[config.mk]
export PLATFORM = sky130hd
export DESIGN_NAME = b13_serial_rx
export DESIGN_NICKNAME = d
export VERILOG_FILES = /design/src/rtl/b13_serial_rx.sv
export SDC_FILE = /design/constraint.sdc
export NUM_CORES = 1
export LEC_CHECK = 0
export BUFFER_PORTS_ARGS = -buffer_cell sky130_fd_sc_hd__buf_2
export CAP_MARGIN = 20
export CORE_MARGIN = 10
export CORE_UTILIZATION = 45
export DETAILED_ROUTE_END_ITERATION = 7
export GPL_ROUTABILITY_DRIVEN = 0
export PLACE_DENSITY = 0.77
export SLEW_MARGIN = 20
export SYNTH_ARGS = -nofsm -noshare
export SYNTH_HDL_FRONTEND = slang
export SYNTH_SLANG_ARGS = --single-unit
[constraint.sdc]
create_clock -name clock -period 2.1 [get_ports clock]
set_clock_uncertainty 0.15 [all_clocks]
set_input_delay 0.315 -clock clock [delete_from_list [all_inputs] [get_ports clock]]
set_output_delay 0.315 -clock clock [all_outputs]
set_load 0.02 [all_outputs]
[src/rtl/b13_serial_rx.sv]
// rtl/b13_serial_rx.sv - b13 serial link receiver; optional parity bit via B13_RX_PARITY_EN
module b13_serial_rx #(
    parameter int BIT_TICKS = 104,
    parameter int CNT_W     = 7
) (
    input  logic       clock,
    input  logic       reset,
    input  logic       SERIAL_IN,
    input  logic       RX_ACK,
    input  logic       ERR_CLR,
    output logic       DSR,
    output logic [7:0] RX_DATA,
    output logic       RX_VALID,
    output logic       RX_BUSY,
    output logic       FRAME_ERROR,
    output logic       OVERRUN,
    output logic       PARITY_ERROR
);

`ifdef B13_RX_PARITY_EN
    typedef enum logic [2:0] {
        S_IDLE, S_START, S_DATA, S_PARITY, S_STOP, S_WAIT_HIGH
    } state_t;
`else
    typedef enum logic [2:0] {
        S_IDLE, S_START, S_DATA, S_STOP, S_WAIT_HIGH
    } state_t;
`endif

    // Counter values seen on the edge that takes a sample.
    localparam logic [CNT_W-1:0] HALF_LAST = CNT_W'(BIT_TICKS / 2 - 1);
    localparam logic [CNT_W-1:0] FULL_LAST = CNT_W'(BIT_TICKS - 1);

    state_t           state_q, state_d;
    logic             sync1_q, sync2_q;
    logic [CNT_W-1:0] cnt_q, cnt_d;
    logic [2:0]       bit_q, bit_d;
    logic [7:0]       shift_q, shift_d;
    logic [7:0]       data_q, data_d;
    logic             valid_q, valid_d;
    logic             dsr_q, dsr_d;
    logic             frame_err_q, frame_err_d;
    logic             overrun_q, overrun_d;
    logic             deliver;
    logic             set_frame;
    logic             set_overrun;
    logic             s;

    assign s = sync2_q;

`ifdef B13_RX_PARITY_EN
    logic parity_err_q, parity_err_d;
    logic set_parity;
`endif

    // Line synchroniser plus all state registers.
    always_ff @(posedge clock or posedge reset) begin
        if (reset) begin
            sync1_q     <= 1'b1;
            sync2_q     <= 1'b1;
            state_q     <= S_IDLE;
            cnt_q       <= '0;
            bit_q       <= '0;
            shift_q     <= '0;
            data_q      <= '0;
            valid_q     <= 1'b0;
            dsr_q       <= 1'b0;
            frame_err_q <= 1'b0;
            overrun_q   <= 1'b0;
        end else begin
            sync1_q     <= SERIAL_IN;
            sync2_q     <= sync1_q;
            state_q     <= state_d;
            cnt_q       <= cnt_d;
            bit_q       <= bit_d;
            shift_q     <= shift_d;
            data_q      <= data_d;
            valid_q     <= valid_d;
            dsr_q       <= dsr_d;
            frame_err_q <= frame_err_d;
            overrun_q   <= overrun_d;
        end
    end

`ifdef B13_RX_PARITY_EN
    // Sticky parity flag register.
    always_ff @(posedge clock or posedge reset) begin
        if (reset) begin
            parity_err_q <= 1'b0;
        end else begin
            parity_err_q <= parity_err_d;
        end
    end
`endif

    // Frame FSM: samples mid-bit, shifts data LSB first, checks stop bit.
    always_comb begin
        state_d   = state_q;
        cnt_d     = cnt_q + 1'b1;
        bit_d     = bit_q;
        shift_d   = shift_q;
        deliver   = 1'b0;
        set_frame = 1'b0;
`ifdef B13_RX_PARITY_EN
        set_parity = 1'b0;
`endif
        case (state_q)
            S_IDLE: begin
                cnt_d = '0;
                if (!s) begin
                    state_d = S_START;
                end
            end
            S_START: begin
                if (cnt_q == HALF_LAST) begin
                    cnt_d = '0;
                    if (s) begin
                        state_d = S_IDLE;
                    end else begin
                        state_d = S_DATA;
                        bit_d   = '0;
                    end
                end
            end
            S_DATA: begin
                if (cnt_q == FULL_LAST) begin
                    cnt_d   = '0;
                    shift_d = {s, shift_q[7:1]};
                    bit_d   = bit_q + 1'b1;
                    if (bit_q == 3'd7) begin
`ifdef B13_RX_PARITY_EN
                        state_d = S_PARITY;
`else
                        state_d = S_STOP;
`endif
                    end
                end
            end
`ifdef B13_RX_PARITY_EN
            S_PARITY: begin
                if (cnt_q == FULL_LAST) begin
                    cnt_d      = '0;
                    set_parity = (s != ^shift_q);
                    state_d    = S_STOP;
                end
            end
`endif
            S_STOP: begin
                if (cnt_q == FULL_LAST) begin
                    cnt_d = '0;
                    if (s) begin
                        deliver = 1'b1;
                        state_d = S_IDLE;
                    end else begin
                        set_frame = 1'b1;
                        state_d   = S_WAIT_HIGH;
                    end
                end
            end
            S_WAIT_HIGH: begin
                cnt_d = '0;
                if (s) begin
                    state_d = S_IDLE;
                end
            end
            default: begin
                cnt_d   = '0;
                state_d = S_IDLE;
            end
        endcase
    end

    // Host buffer handshake, DSR and sticky flags; a set beats a clear.
    always_comb begin
        data_d      = data_q;
        valid_d     = valid_q;
        set_overrun = 1'b0;
        if (deliver) begin
            if (!valid_q || RX_ACK) begin
                data_d  = shift_q;
                valid_d = 1'b1;
            end else begin
                set_overrun = 1'b1;
            end
        end else if (RX_ACK) begin
            valid_d = 1'b0;
        end
        dsr_d       = ~valid_q;
        frame_err_d = set_frame | (frame_err_q & ~ERR_CLR);
        overrun_d   = set_overrun | (overrun_q & ~ERR_CLR);
`ifdef B13_RX_PARITY_EN
        parity_err_d = set_parity | (parity_err_q & ~ERR_CLR);
`endif
    end

    assign DSR         = dsr_q;
    assign RX_DATA     = data_q;
    assign RX_VALID    = valid_q;
    assign RX_BUSY     = (state_q != S_IDLE);
    assign FRAME_ERROR = frame_err_q;
    assign OVERRUN     = overrun_q;
`ifdef B13_RX_PARITY_EN
    assign PARITY_ERROR = parity_err_q;
`else
    assign PARITY_ERROR = 1'b0;
`endif

endmodule

==> metrics.csv <==
stage,metric,value,unit
routing,post-route DRC violation count,0,
synth,ys async rst share,1.00,
die,Core Box Area,0.00331,mm2
setup_path,"CP delay by family, top",simple AND/OR/NAND/NOR gates,
setup_path,Critical Path Start,cnt_q[2],
finish,share of cells above drive strength 1,0.395,
timing,Max Clock Freq,0.496,GHz
setup_path,critical path depth,4,
finish,Util after Layout,0.560,
routing,routed len/inst,14.0,um
synth,cells after synthesis,123,
setup_path,buffer and inverter count on the worst path,0,
synth,Yosys reg bits,35,
synth,synth warn,0,
routing,Routed Antenna Nets,0,
setup_path,Worst Setup Start Kind,register,
setup_path,Slowest cell on crit path,dfrtp_1,
setup_path,"reg-to-reg slack, setup",80,ps
timing,Finish-stage setup viols,0,
finish,ant diodes,0,
place,HPWL reported at the end of detailed placement,2080,um
synth,Yosys cell types,35,
routing,router iterations before antenna repair,4,
cts,clock latency on the worst-skew pair,330,ps
timing,fin. max-slew vios,0,
die,Core Rows,21,
power_and_ir_drop,Pleak,0.933,nW
routing,initial DRC count,79,
grt,gr ovfl total,0,
cts,TritonCTS Buffers,5,
cts,clock root cell,clkbuf_4,
place,dpl ws,65.2,ps
cts,CTS tree,done,
timing,worst setup margin,83.1,ps
finish,Fill cells,301,
die,Ports,19,
setup_path,CP Cell Sequence,or3b_1 > or4_1 > a21o_1 > mux2_2,
setup_path,Critical Path AT,2090,ps
synth,"Primary FF master, synth",dfrtp_1,
timing,"Period Utilization, post-route",0.960,
die,Die ar.,0.00614,mm2
routing,vias per inst,5.13,
grt,GRT Total Usage,0.0995,
routing,Routed Wire Length,2850,um
die,Starting Density,0.463,
power_and_ir_drop,VDD IR max,0.000569,V
finish,nets,165,
grt,vias in the first global route,1131,
setup_path,Setup CP Type,register to register,
timing,Tmin final,2020,ps
cts,"Clk pin slew, worst setup/hold paths",100,ps
timing,Fin. Hold Viols,0,
timing,setup TNS,0,ps
setup_path,Reg2Reg Capture Point,bit_q[0],
flow_run,max cap viols,0,
grt,first-pass GRT wire length,5100,um
min_path,Tightest Hold Check Type,primary input to register,
synth,post-synthesis sequential area ratio,0.573,
cts,CTS sink count,35,
power_and_ir_drop,PD cells,645,mW/mm2
die,Die Y,78.4,um
place,Port Buffer Count,17,
setup_path,RR Startpoint,cnt_q[2],
setup_path,CP max stage delay,460,ps
setup_path,Worst Path Required,2180,ps
synth,number of enable flip-flop cells after synthesis,0,
cts,CTS max path bufs,2,
setup_path,worst setup path end,bit_q[0],
setup_path,Setup crit end kind,register,
synth,syn avg cell area,12.5,um2
synth,synthesized cell area,0.00153,mm2
status,status,completed,
grt,initial antenna violation count,0,
routing,Vias,1041,
setup_path,reg2reg path depth,4,
timing,RSZ-0062 raised after global routing,false,
setup_path,Crit Path Max Fanout,7,
die,Die Wd,78.4,um
timing,Hold Worst Slack,26.7,ps
grt,largest net degree at the start of global routing,36,
cts,H-Tree Depth,2,
power_and_ir_drop,Pwr Total,1.20,mW
finish,Layout area overhead,21.1,%
synth,syn_nets,132,
-- report_power, final --
group	leakage, nW	internal [mW]	switching, mW
Combinational	0.422	0.00708	0.0157
Clock	0.0482	0.281	0.214
Sequential	0.462	0.677	0.00222
Total	0.933	0.966	0.232
-- layer usage --
metal	wire length (um)	part of all wire	track usage
met5	0	0	0
met4	50	0.018	0.0484
met1	1270	0.44	0.118
met2	1420	0.50	0.160
met3	110	0.039	0.0319
-- final cells by class --
type,instances,area [um2],area share
sequential,35,878,0.473
multi-input combinational,77,612,0.330
timing repair buffer,32,203,0.109
tap,46,57.6,0.0310
clock buffer,6,51.3,0.0276
clock inverter,2,35.0,0.0189
inverter,5,18.8,0.0101
-- through the flow --
stage | std cells | area (um2)
2_1_floorplan | 123 | 1540
3_3_place_gp | 191 | 1730
3_5_place_dp | 191 | 1730
4_1_cts | 201 | 1840
5_1_grt | 203 | 1860
6_report | 203 | 1860
-- worst register-to-register path: stages (launching register included) --
cell and delay [ps]:
dfrtp_1 460, or3b_1 380, or4_1 430, a21o_1 230
mux2_2 270
-- cell usage after synthesis, types with 2 or more instances --
master,number,area share
dfrtp_1,33,0.54
mux2_2,17,0.12
nor3_1,7,0.023
nand2_1,6,0.015
inv_1,5,0.012
nand3_1,5,0.016
ha_1,4,0.033
xor2_1,4,0.023
nor2_1,3,0.0073
o22ai_1,3,0.012
a21oi_1,2,0.0065
a22o_1,2,0.011
and3b_1,2,0.011
buf_2,2,0.0065
buf_4,2,0.0098
clkbuf_1,2,0.0049
dfstp_2,2,0.034
nand2b_1,2,0.0082
o21ai_0,2,0.0065
or3_1,2,0.0082
xnor2_1,2,0.011
-- layout by cell type, fill, tap and decap left out, drive strengths merged, types with 3 or more instances in the layout --
cell    netlist  layout
mux2         17      17
buf           4      30
inv           5       5
xor2          4       4
ha            4       4
nand3         5       5
nor2          3       3
nor3          7       7
o22ai         3       3
nand2         6       6
clkbuf        2       6
dfrtp        33      33
-- worst min-delay path by stage --
stage	slack (ps)	startpoint	to	depth (start not counted)
6_report	30	ERR_CLR	FRAME_ERROR	2
5_1_grt	10	ERR_CLR	OVERRUN	2
4_1_cts	20	ERR_CLR	OVERRUN	2
3_5_place_dp	200	sync1_q	s	0
3_3_place_gp	200	sync1_q	s	0
2_1_floorplan	170	SERIAL_IN	sync1_q	0
-- registers in the layout, indices dropped and copies added, names as in the netlist --
| register | flops |
|---|---|
| RX_DATA | 8 |
| shift_q | 8 |
| cnt_q | 7 |
| bit_q | 3 |
| state_q | 3 |
| DSR | 1 |
| FRAME_ERROR | 1 |
| OVERRUN | 1 |
| RX_VALID | 1 |
| s | 1 |
| sync1_q | 1 |
-- repair_timing --
action / CTS / global route
endpoints found under the hold margin: 34 / 0
setup buffers: 0 / 2
setup endpoints to repair: 0 / 9
resized for setup: 0 / 2
hold buffers: 2 / 0
-- cell families after synthesis --
family          Yosys count  share of synthesized area
buf+inv                  11                     0.0335
simple gates             36                      0.143
compound gates           13                     0.0563
fa+ha+maj                 4                     0.0327
other cells               1                    0.00245
flops                    35                      0.573
mux                      17                      0.125
xor+xnor                  6                     0.0343
No activity file was read; power rests on OpenSTA's default activity.
